### src/rtl/framebuffer_scanout_if.sv
// rtl/framebuffer_scanout_if.sv - framebuffer read-port bundle between scanout (master) and memory (slave)
interface framebuffer_scanout_if #(
    parameter int BITS_PER_PIXEL = 3
) ();
    logic                      Read_Enable;
    logic [31:0]               Read_Addr;
    logic [BITS_PER_PIXEL-1:0] Read_Data;

    modport master (output Read_Enable, output Read_Addr, input  Read_Data);
    modport slave  (input  Read_Enable, input  Read_Addr, output Read_Data);
endinterface

### src/rtl/framebuffer_scanout.sv
// rtl/framebuffer_scanout.sv - raster timing, sequential framebuffer reads and aligned video output
// Optional colour-bar generator enabled by FRAMEBUFFER_SCANOUT_TEST_PATTERN_EN.
module framebuffer_scanout #(
    parameter int BITS_PER_PIXEL = 3,
    parameter int H_VISIBLE      = 640,
    parameter int H_FRONT        = 16,
    parameter int H_SYNC         = 96,
    parameter int H_BACK         = 48,
    parameter int V_VISIBLE      = 480,
    parameter int V_FRONT        = 10,
    parameter int V_SYNC         = 2,
    parameter int V_BACK         = 33,
    parameter int READ_LATENCY   = 1
) (
    input  logic                      i_Clock,
    input  logic                      i_Reset,
    framebuffer_scanout_if.master     rd,
    input  logic                      i_Test_Pattern,
    output logic [BITS_PER_PIXEL-1:0] o_Pixel,
    output logic                      o_HSync,
    output logic                      o_VSync,
    output logic                      o_Active,
    output logic                      o_Frame_Start
);
    localparam int H_TOTAL = H_VISIBLE + H_FRONT + H_SYNC + H_BACK;
    localparam int V_TOTAL = V_VISIBLE + V_FRONT + V_SYNC + V_BACK;
    localparam int HW      = $clog2(H_TOTAL);
    localparam int VW      = $clog2(V_TOTAL);
    localparam int L       = READ_LATENCY;
    localparam int BPP     = BITS_PER_PIXEL;

    logic [HW-1:0] h_q, h_d;
    logic [VW-1:0] v_q, v_d;
    logic [31:0]   addr_q, addr_d;
    logic          h_last, v_last, vis, hs_n, vs_n, fs;

    always_comb begin
        h_last = (h_q == HW'(H_TOTAL - 1));
        v_last = (v_q == VW'(V_TOTAL - 1));
        vis    = (h_q < HW'(H_VISIBLE)) && (v_q < VW'(V_VISIBLE));
        hs_n   = !((h_q >= HW'(H_VISIBLE + H_FRONT)) && (h_q < HW'(H_VISIBLE + H_FRONT + H_SYNC)));
        vs_n   = !((v_q >= VW'(V_VISIBLE + V_FRONT)) && (v_q < VW'(V_VISIBLE + V_FRONT + V_SYNC)));
        fs     = (h_q == '0) && (v_q == '0);
        h_d    = h_last ? '0 : h_q + 1'b1;
        v_d    = v_q;
        if (h_last) begin
            v_d = v_last ? '0 : v_q + 1'b1;
        end
        // Address restarts on the frame wrap, otherwise tracks visible clocks only.
        addr_d = addr_q;
        if (h_last && v_last) begin
            addr_d = '0;
        end else if (vis) begin
            addr_d = addr_q + 32'd1;
        end
    end

    always_ff @(posedge i_Clock or posedge i_Reset) begin
        if (i_Reset) begin
            h_q    <= '0;
            v_q    <= '0;
            addr_q <= '0;
        end else begin
            h_q    <= h_d;
            v_q    <= v_d;
            addr_q <= addr_d;
        end
    end

    logic                 rd_en_q, rd_en_d;
    logic [31:0]          rd_addr_q;
    logic [L:0]           vis_pipe_q, hs_pipe_q, vs_pipe_q, fs_pipe_q;
    logic [BPP-1:0]       pix_q, pix_d;
    logic                 hs_q, vs_q, act_q, fs_q;

`ifdef FRAMEBUFFER_SCANOUT_TEST_PATTERN_EN
    logic [31:0]          bar;
    logic [BPP-1:0]       tp_pix;
    logic [L:0]           tp_sel_pipe_q;
    logic [L:0][BPP-1:0]  tp_pix_pipe_q;

    always_comb begin
        bar     = (32'(h_q) << 3) / 32'(H_VISIBLE);
        tp_pix  = BPP'(bar[2:0]);
        rd_en_d = vis && !i_Test_Pattern;
    end

    always_ff @(posedge i_Clock or posedge i_Reset) begin
        if (i_Reset) begin
            tp_sel_pipe_q <= '0;
            tp_pix_pipe_q <= '0;
        end else begin
            tp_sel_pipe_q <= {tp_sel_pipe_q[L-1:0], i_Test_Pattern};
            tp_pix_pipe_q <= {tp_pix_pipe_q[L-1:0], tp_pix};
        end
    end
`else
    logic unused_test_pattern;
    assign unused_test_pattern = i_Test_Pattern;
    assign rd_en_d             = vis;
`endif

    always_comb begin
        pix_d = '0;
        if (vis_pipe_q[L]) begin
            pix_d = rd.Read_Data;
`ifdef FRAMEBUFFER_SCANOUT_TEST_PATTERN_EN
            if (tp_sel_pipe_q[L]) begin
                pix_d = tp_pix_pipe_q[L];
            end
`endif
        end
    end

    // Index 0 of each pipe is the read-strobe stage; index L lines up with returning data.
    always_ff @(posedge i_Clock or posedge i_Reset) begin
        if (i_Reset) begin
            rd_en_q    <= 1'b0;
            rd_addr_q  <= '0;
            vis_pipe_q <= '0;
            hs_pipe_q  <= '1;
            vs_pipe_q  <= '1;
            fs_pipe_q  <= '0;
            pix_q      <= '0;
            hs_q       <= 1'b1;
            vs_q       <= 1'b1;
            act_q      <= 1'b0;
            fs_q       <= 1'b0;
        end else begin
            rd_en_q    <= rd_en_d;
            if (vis) begin
                rd_addr_q <= addr_q;
            end
            vis_pipe_q <= {vis_pipe_q[L-1:0], vis};
            hs_pipe_q  <= {hs_pipe_q[L-1:0], hs_n};
            vs_pipe_q  <= {vs_pipe_q[L-1:0], vs_n};
            fs_pipe_q  <= {fs_pipe_q[L-1:0], fs};
            pix_q      <= pix_d;
            hs_q       <= hs_pipe_q[L];
            vs_q       <= vs_pipe_q[L];
            act_q      <= vis_pipe_q[L];
            fs_q       <= fs_pipe_q[L];
        end
    end

    assign rd.Read_Enable = rd_en_q;
    assign rd.Read_Addr   = rd_addr_q;
    assign o_Pixel        = pix_q;
    assign o_HSync        = hs_q;
    assign o_VSync        = vs_q;
    assign o_Active       = act_q;
    assign o_Frame_Start  = fs_q;
endmodule

### src/flat_wrapper.sv
// flat-port wrapper written by rule: the top's interface ports become plain ports
module framebuffer_scanout_flat 
#(
    parameter int BITS_PER_PIXEL = 3,
    parameter int H_VISIBLE      = 640,
    parameter int H_FRONT        = 16,
    parameter int H_SYNC         = 96,
    parameter int H_BACK         = 48,
    parameter int V_VISIBLE      = 480,
    parameter int V_FRONT        = 10,
    parameter int V_SYNC         = 2,
    parameter int V_BACK         = 33,
    parameter int READ_LATENCY   = 1
)
  (i_Clock, i_Reset, i_Test_Pattern, o_Pixel, o_HSync, o_VSync, o_Active, o_Frame_Start, rd_Read_Enable, rd_Read_Addr, rd_Read_Data);
  framebuffer_scanout_if #(.BITS_PER_PIXEL(BITS_PER_PIXEL)) rd_i ();
  input  logic i_Clock;
  input  logic i_Reset;
  input  logic i_Test_Pattern;
  output logic [BITS_PER_PIXEL-1:0] o_Pixel;
  output logic o_HSync;
  output logic o_VSync;
  output logic o_Active;
  output logic o_Frame_Start;
  output wire logic [$bits(rd_i.Read_Enable)-1:0] rd_Read_Enable;
  output wire logic [$bits(rd_i.Read_Addr)-1:0] rd_Read_Addr;
  input wire logic [$bits(rd_i.Read_Data)-1:0] rd_Read_Data;
  assign rd_Read_Enable = rd_i.Read_Enable;
  assign rd_Read_Addr = rd_i.Read_Addr;
  assign rd_i.Read_Data = rd_Read_Data;
  framebuffer_scanout #(.BITS_PER_PIXEL(BITS_PER_PIXEL), .H_VISIBLE(H_VISIBLE), .H_FRONT(H_FRONT), .H_SYNC(H_SYNC), .H_BACK(H_BACK), .V_VISIBLE(V_VISIBLE), .V_FRONT(V_FRONT), .V_SYNC(V_SYNC), .V_BACK(V_BACK), .READ_LATENCY(READ_LATENCY)) u_core (.i_Clock(i_Clock), .i_Reset(i_Reset), .rd(rd_i), .i_Test_Pattern(i_Test_Pattern), .o_Pixel(o_Pixel), .o_HSync(o_HSync), .o_VSync(o_VSync), .o_Active(o_Active), .o_Frame_Start(o_Frame_Start));
endmodule
### config.mk
export PLATFORM = sky130hd
export DESIGN_NAME = framebuffer_scanout_flat
export DESIGN_NICKNAME = d
export VERILOG_FILES = /design/src/rtl/framebuffer_scanout_if.sv /design/src/rtl/framebuffer_scanout.sv /design/src/flat_wrapper.sv
export SDC_FILE = /design/constraint.sdc
export NUM_CORES = 1
export LEC_CHECK = 0
export CAP_MARGIN = 5
export CORE_MARGIN = 4
export CORE_UTILIZATION = 42
export CTS_BUF_LIST = sky130_fd_sc_hd__clkbuf_16
export CTS_CLUSTER_DIAMETER = 100
export DETAILED_ROUTE_END_ITERATION = 7
export DONT_BUFFER_PORTS = 1
export MAX_ROUTING_LAYER = met4
export PLACE_DENSITY = 0.65
export SYNTH_ARGS = -nofsm -noshare
export SYNTH_HDL_FRONTEND = slang
export SYNTH_SLANG_ARGS = --single-unit
### constraint.sdc
create_clock -name i_Clock -period 6.88 [get_ports i_Clock]
set_input_delay 0.344 -clock i_Clock [delete_from_list [all_inputs] [get_ports i_Clock]]
set_output_delay 0.344 -clock i_Clock [all_outputs]
set_load 0.02 [all_outputs]
; ---- Word level (Yosys, flattened, before mapping)
; Index checks and enable logic that the tools add are counted.
[word_totals]
regBits = 100
out_inout_bits = 40
[classes]
add_sub_neg = 3
order_cmp = 6
eq_ne = 2
n_mux = 5
reduce_logical = 10
[op_table]
columns = operator, n
row1 = 32-bit 2-to-1 mux, 2
row2 = "32-bit by 1-bit adder with 32-bit output, second input constant", 1
row3 = "10-bit by 1-bit adder with 10-bit output, second input constant", 2
row4 = "10-bit equality test, second input constant", 2
row5 = 10-bit logical NOT, 2
row6 = "10-bit less-than comparator, second input constant", 2
row7 = "10-bit by 9-bit less-than comparator with 1-bit output, second input constant", 2
row8 = 10-bit 2-to-1 mux, 2
row9 = "10-bit >= comparator, second input constant", 1
row10 = "10-bit by 9-bit >= comparator with 1-bit output, second input constant", 1
row11 = 1-bit logical AND, 5
row12 = 3-bit 2-to-1 mux, 1
row13 = 1-bit logical NOT, 2
row14 = 2-bit nonzero test, 1

; ---- Logic depth before layout (Yosys ltp)
[depth]
ltp_word = 4
depth_mapped = 8
ltp_nobuf = 7

; ---- Worst setup path after synthesis
; OpenSTA, ideal clock, no wires.
[synth_timing]
path_kind = reg2reg
start = register u_core.v_q[6]
end = register u_core.addr_q[0]
setup_ns = 0.121
arrival_ns = 1.760
required_ns = 6.759
setup_slack_ns = 4.999
path_stages_with_launch = 7
path_buffers = 2
period_less_slack_ns = 1.881
cell_sequence = dfrtp_1 or4_1 nor3_4 and2_4 buf_4 buf_2 nor2_1
[synth_between]
elab_chain_len = 3
elab_cells_between_ends = 6
cone_classes = order compare (1) / eq/ne (1) / mux (1) / reduce/logical (3)
[synth_rtl]
columns = element, line
row1 = "start, declared", framebuffer_scanout.sv:33  ; logic [VW-1:0] v_q, v_d;
row2 = "start signal, assigned", framebuffer_scanout.sv:65  ; v_q <= v_d;
row3 = 10-bit by 9-bit less-than comparator with 1-bit output / 10-bit equality test (equally long branches), "framebuffer_scanout.sv:40, framebuffer_scanout.sv:39"
row4 = 1-bit logical AND (on tied branches), "framebuffer_scanout.sv:40, framebuffer_scanout.sv:51"
row5 = 2-bit nonzero test (no line) / 32-bit 2-to-1 mux (equally long branches), -
row6 = "end signal, assigned", framebuffer_scanout.sv:66  ; addr_q <= addr_d;
row7 = "end, declared", framebuffer_scanout.sv:34  ; logic [31:0] addr_q, addr_d;
; Several ways; a longest one is shown, not always the timed one.
; A chain may end at the register's enable or synchronous reset.

; ---- Worst setup path in the final report
[layout_timing]
start = register u_core.h_q[7]
end = register u_core.addr_q[3]
[layout_between]
elab_chain_len = 3
elab_cells_between_ends = 6
cone_classes = order compare (1) / eq/ne (1) / mux (1) / reduce/logical (3)
[layout_rtl]
columns = element, line
row1 = "start, declared", framebuffer_scanout.sv:32  ; logic [HW-1:0] h_q, h_d;
row2 = "start signal, assigned", framebuffer_scanout.sv:60  ; h_q <= '0;
row3 = "start signal, assigned", framebuffer_scanout.sv:64  ; h_q <= h_d;
row4 = 10-bit less-than comparator / 10-bit equality test (equally long branches), "framebuffer_scanout.sv:40, framebuffer_scanout.sv:38"
row5 = 1-bit logical AND (on tied branches), "framebuffer_scanout.sv:40, framebuffer_scanout.sv:51"
row6 = 2-bit nonzero test (no line) / 32-bit 2-to-1 mux (equally long branches), -
; Several ways; a longest one is shown, not always the timed one.

==> impl_summary.md <==
Detailed routing
The via density per instance is 5.16. In the routed design, unresolved DRC markers number 0. For this block, wires on met1 add up to 3780 µm.

The number of DRC violations after detailed-routing iteration 0 is 206. Before antenna repair, the detailed router went through 4 iterations. The met3 wirelength from detailed routing is 470 µm.

The routed length on met2 is 3980 µm. The via total after detailed routing is 2,968. The average wire length per cell after detail routing is 14.6 µm. The routed wire length is 8390 µm.

After detailed routing, no signal wire sits above met4. The number of antenna-violating nets in the routed design is 0.

Power and ir drop
The clock network accounts for 46.7% of the total power. The largest voltage drop on the vdd net is 0.121 mV. The relative contribution of combinational cells to total power is 1.1%. The part of the total power dissipated in sequential elements is 52.1%. The internal power is 0.898 mW.

The leakage component of the power is 2.28 nW. The net switching power is 0.223 mW. In this run the power density over the cells is 234 nW/µm². The switching power share of the total is 19.9%.

Timing
Setup total negative slack on the finished layout was measured at 0 ns. The worst pin sits at a relative slew slack of 24.6%. Setup repair after global routing left no endpoint under its margin. The final max-slew violation count was 0. The final clock skew is 0.00714 ns. At the pin with the least slew margin, the transition time is 1.13 ns. The final hold violation count is 0. The top achievable clock speed is 355 MHz. The count of endpoints failing setup in the final report is 0. After layout, the worst path uses 40.9% of the clock period.

The clock period minus final worst setup slack is 2.82 ns.

Clock tree
TritonCTS built the clock tree. The H-tree generated during clock tree synthesis spans 3 levels. The buffer depth of the longest clock path is 2. TritonCTS created 9 clock buffers. The number of buffers inserted to repair setup after CTS is 0. The later-pin clock latency in the skew report is 0.35 ns. The count of clock tree sinks is 99.

The clock slew seen by the registers of the worst setup and hold paths is 0.06 ns. CTS placed an instance of clkbuf_16 at the clock tree root.

Critical path
The worst reg2reg path endpoint is u_core.addr_q[3]. The worst register-to-register path has a setup slack of 4.06 ns. STA classifies the critical path endpoint as a flop. The critical path startpoint category is a flop. The worst register-to-register path begins at u_core.h_q[7]. The setup path with the least slack is of type reg -> reg. Of all nets on the critical path, the largest fanout is 40. The worst register-to-register path has a depth of 6. The required arrival time at the worst endpoint is 7.10 ns. The worst endpoint data arrival time is 3.04 ns.

Worst hold path
The hold path startpoint is rd_Read_Data[2]. The endpoint of the worst hold path is u_core.o_Pixel[2]. The number of instances on the worst hold path is 1.

The path class of the lowest-slack min-delay path is in -> reg.

Global route
The largest net degree at the start of global routing is 75. The first-pass GRT wire length is 14,600 µm. The total global routing overflow is 0.

The via count of the first global-routing pass is 3,023. The number of antenna violations at the first check in global routing was 0. The total track usage is 15.0%.

Synth
The number of warning messages in the yosys log is 0. The synthesized design contains 99 register bits. The portion of synthesized cell area occupied by the leading cell type is 52.8%. In this run the cell area of the synthesized design comes to 4400 µm².

dfrtp_1 takes more of the synthesized area than any other cell. Of all flip-flops after synthesis, the portion carrying an async set or reset was 100%. Yosys mapped a number of flops with a built-in enable equal to 0. The cell count after synthesis came out at 439. The number of nets handed over by synthesis was 450. The number of distinct library cells after synthesis is 52.

Summing the sequential cell areas from Yosys gives 56.4% of the chip area. Sorting the synthesized cells by area gives the leading types as dfrtp_1 (53%), nand2_1 (10%), xor2_1 (4.8%). The most used flip-flop cell after synthesis is dfrtp_1.

The mean instance size in the synthesized netlist is 10.0 µm².

Floorplanning
From left edge to right edge, the die measures 110 µm. During I/O placement, the number of pins put on the boundary was 46. The die covers 12,200 µm². The row count is 37. From bottom edge to top edge, the die measures 110 µm. The standard cell core area is 10,300 µm². Once the floorplan was initialized, standard cells occupied 42.9% of the core.

Cells and area
The sequential cells in the finished layout cover a total of 2480 µm². The share of the core filled with cells is 46.7%. In the layout the commonest cells are nand2_1 (120), dfrtp_1 (93), nor2_1 (43). The library cell used most frequently in the layout, excluding fill and tap cells, is nand2_1. 0 antenna diodes ended up in the layout.

Fill cells in the final layout number 947. The multi-input combinational cells in the finished layout cover a total of 1780 µm². The area growth from synthesis to layout is 8.95%.

The fraction of final layout cells sized beyond drive strength 1 is 8.20%. After the last flow step, the layout net total stands at 445.

Place
Summed over all nets, the half-perimeter wirelength after detailed placement is 5380 µm. The count of input and output buffers is 0. At the end of routability-driven placement, the weighted congestion stood at 0.797.

Status
The run finished with clean final reports.

Flow run
The tool flagged a number of max-cap violations equal to 0.
final cells by class:
type                            count  area share [%]
Clock buffer                        9            4.69
Clock inverter                      7            1.75
Multi-Input combinational cell    314            37.2
Timing Repair Buffer                2           0.365
Inverter                            8           0.678
Tap cell                          136            3.55
Sequential cell                    99            51.8
per-layer routing:
layer / vias up / GRT usage, %
li1: 1456 / -
met1: 1443 / 18.3
met2: 55 / 22.7
met3: 14 / 4.99
met4: 0 / 6.49
met5: - / -
metrics by stage:
step | power, mW | setup slack (ns) | hold slack [ns] | instance area, µm² | cells
2_1_floorplan | 0.604 | 3.96 | 0.331 | 4400 | 439
3_3_place_gp | 0.608 | 4.08 | 0.197 | 4480 | 558
3_5_place_dp | 0.608 | 4.05 | 0.202 | 4480 | 558
4_1_cts | 1.14 | 4.03 | 0.114 | 4800 | 575
5_1_grt | 1.16 | 3.80 | 0.124 | 4800 | 575
6_report | 1.12 | 4.06 | 0.130 | 4800 | 575
cells in the mapped netlist, types with 2 or more instances:
| cell | n |
|---|---|
| nand2_1 | 120 |
| dfrtp_1 | 93 |
| nor2_1 | 43 |
| xor2_1 | 24 |
| nand3_1 | 20 |
| nand4_1 | 16 |
| xnor2_1 | 13 |
| and3_1 | 12 |
| inv_1 | 8 |
| o21ai_0 | 8 |
| buf_2 | 7 |
| clkbuf_1 | 7 |
| dfstp_2 | 6 |
| nor4_1 | 6 |
| ha_1 | 5 |
| and2_1 | 4 |
| a31oi_1 | 2 |
| and4_1 | 2 |
| and4_2 | 2 |
| buf_6 | 2 |
| mux2i_1 | 2 |
| nand4b_1 | 2 |
| nor4b_1 | 2 |
| o21a_1 | 2 |
| o21ai_1 | 2 |
| o31ai_1 | 2 |
| or4_1 | 2 |
kinds of logic (layout without fill, tap and decap cells):
group	after synthesis	after routing	share of synthesized area, %
mux	3	3	0.710
simple gates	249	249	28.2
buf+inv	26	26	3.07
xor+xnor	37	37	7.36
compound gates	20	20	2.78
flops	99	99	56.4
fa+ha+maj	5	5	1.42
worst max-delay path, stage by stage, from the launching register on:
cell and delay, ns:
dfrtp_1 0.48, o21a_1 0.26, or3_4 0.55, inv_1 0.90, and3_1 0.32, xnor2_1 0.12, nor2_1 0.05
flip-flops by register name, indices dropped and copies added (netlist names):
signal	count
u_core.fs_pipe_q	2
u_core.rd.Read_Addr	32
u_core.v_q	10
u_core.addr_q	32
u_core.o_Pixel	3
u_core.o_Active	1
u_core.o_HSync	1
u_core.h_q	10
u_core.hs_pipe_q	2
u_core.vs_pipe_q	2
u_core.o_Frame_Start	1
u_core.o_VSync	1
u_core.vis_pipe_q	2
power groups by stage:
stage	clock (mW)	combinational, mW	sequential (mW)
finish	0.524	0.0126	0.585
global route	0.565	0.0153	0.584
CTS	0.538	0.0134	0.584
detailed placement	0	0.0128	0.595
global placement	0	0.0125	0.595
floorplan	0	0.00901	0.595
what timing repair did:
action	4_1_cts	5_1_grt
resized for setup	0	0
endpoints found under the hold margin	19	0
hold buffers	1	0
worst max-delay path by stage:
stage | to | startpoint | slack, ns
after floorplan | u_core.addr_q[0] | i_Reset | 3.96
after global placement | u_core.addr_q[3] | u_core.v_q[5] | 4.08
after detailed placement | u_core.addr_q[3] | u_core.v_q[5] | 4.05
after CTS | u_core.addr_q[3] | u_core.v_q[5] | 4.03
after global routing | u_core.addr_q[3] | u_core.h_q[7] | 3.80
final | u_core.addr_q[3] | u_core.h_q[7] | 4.06
No activity file was read; power rests on OpenSTA's default activity.
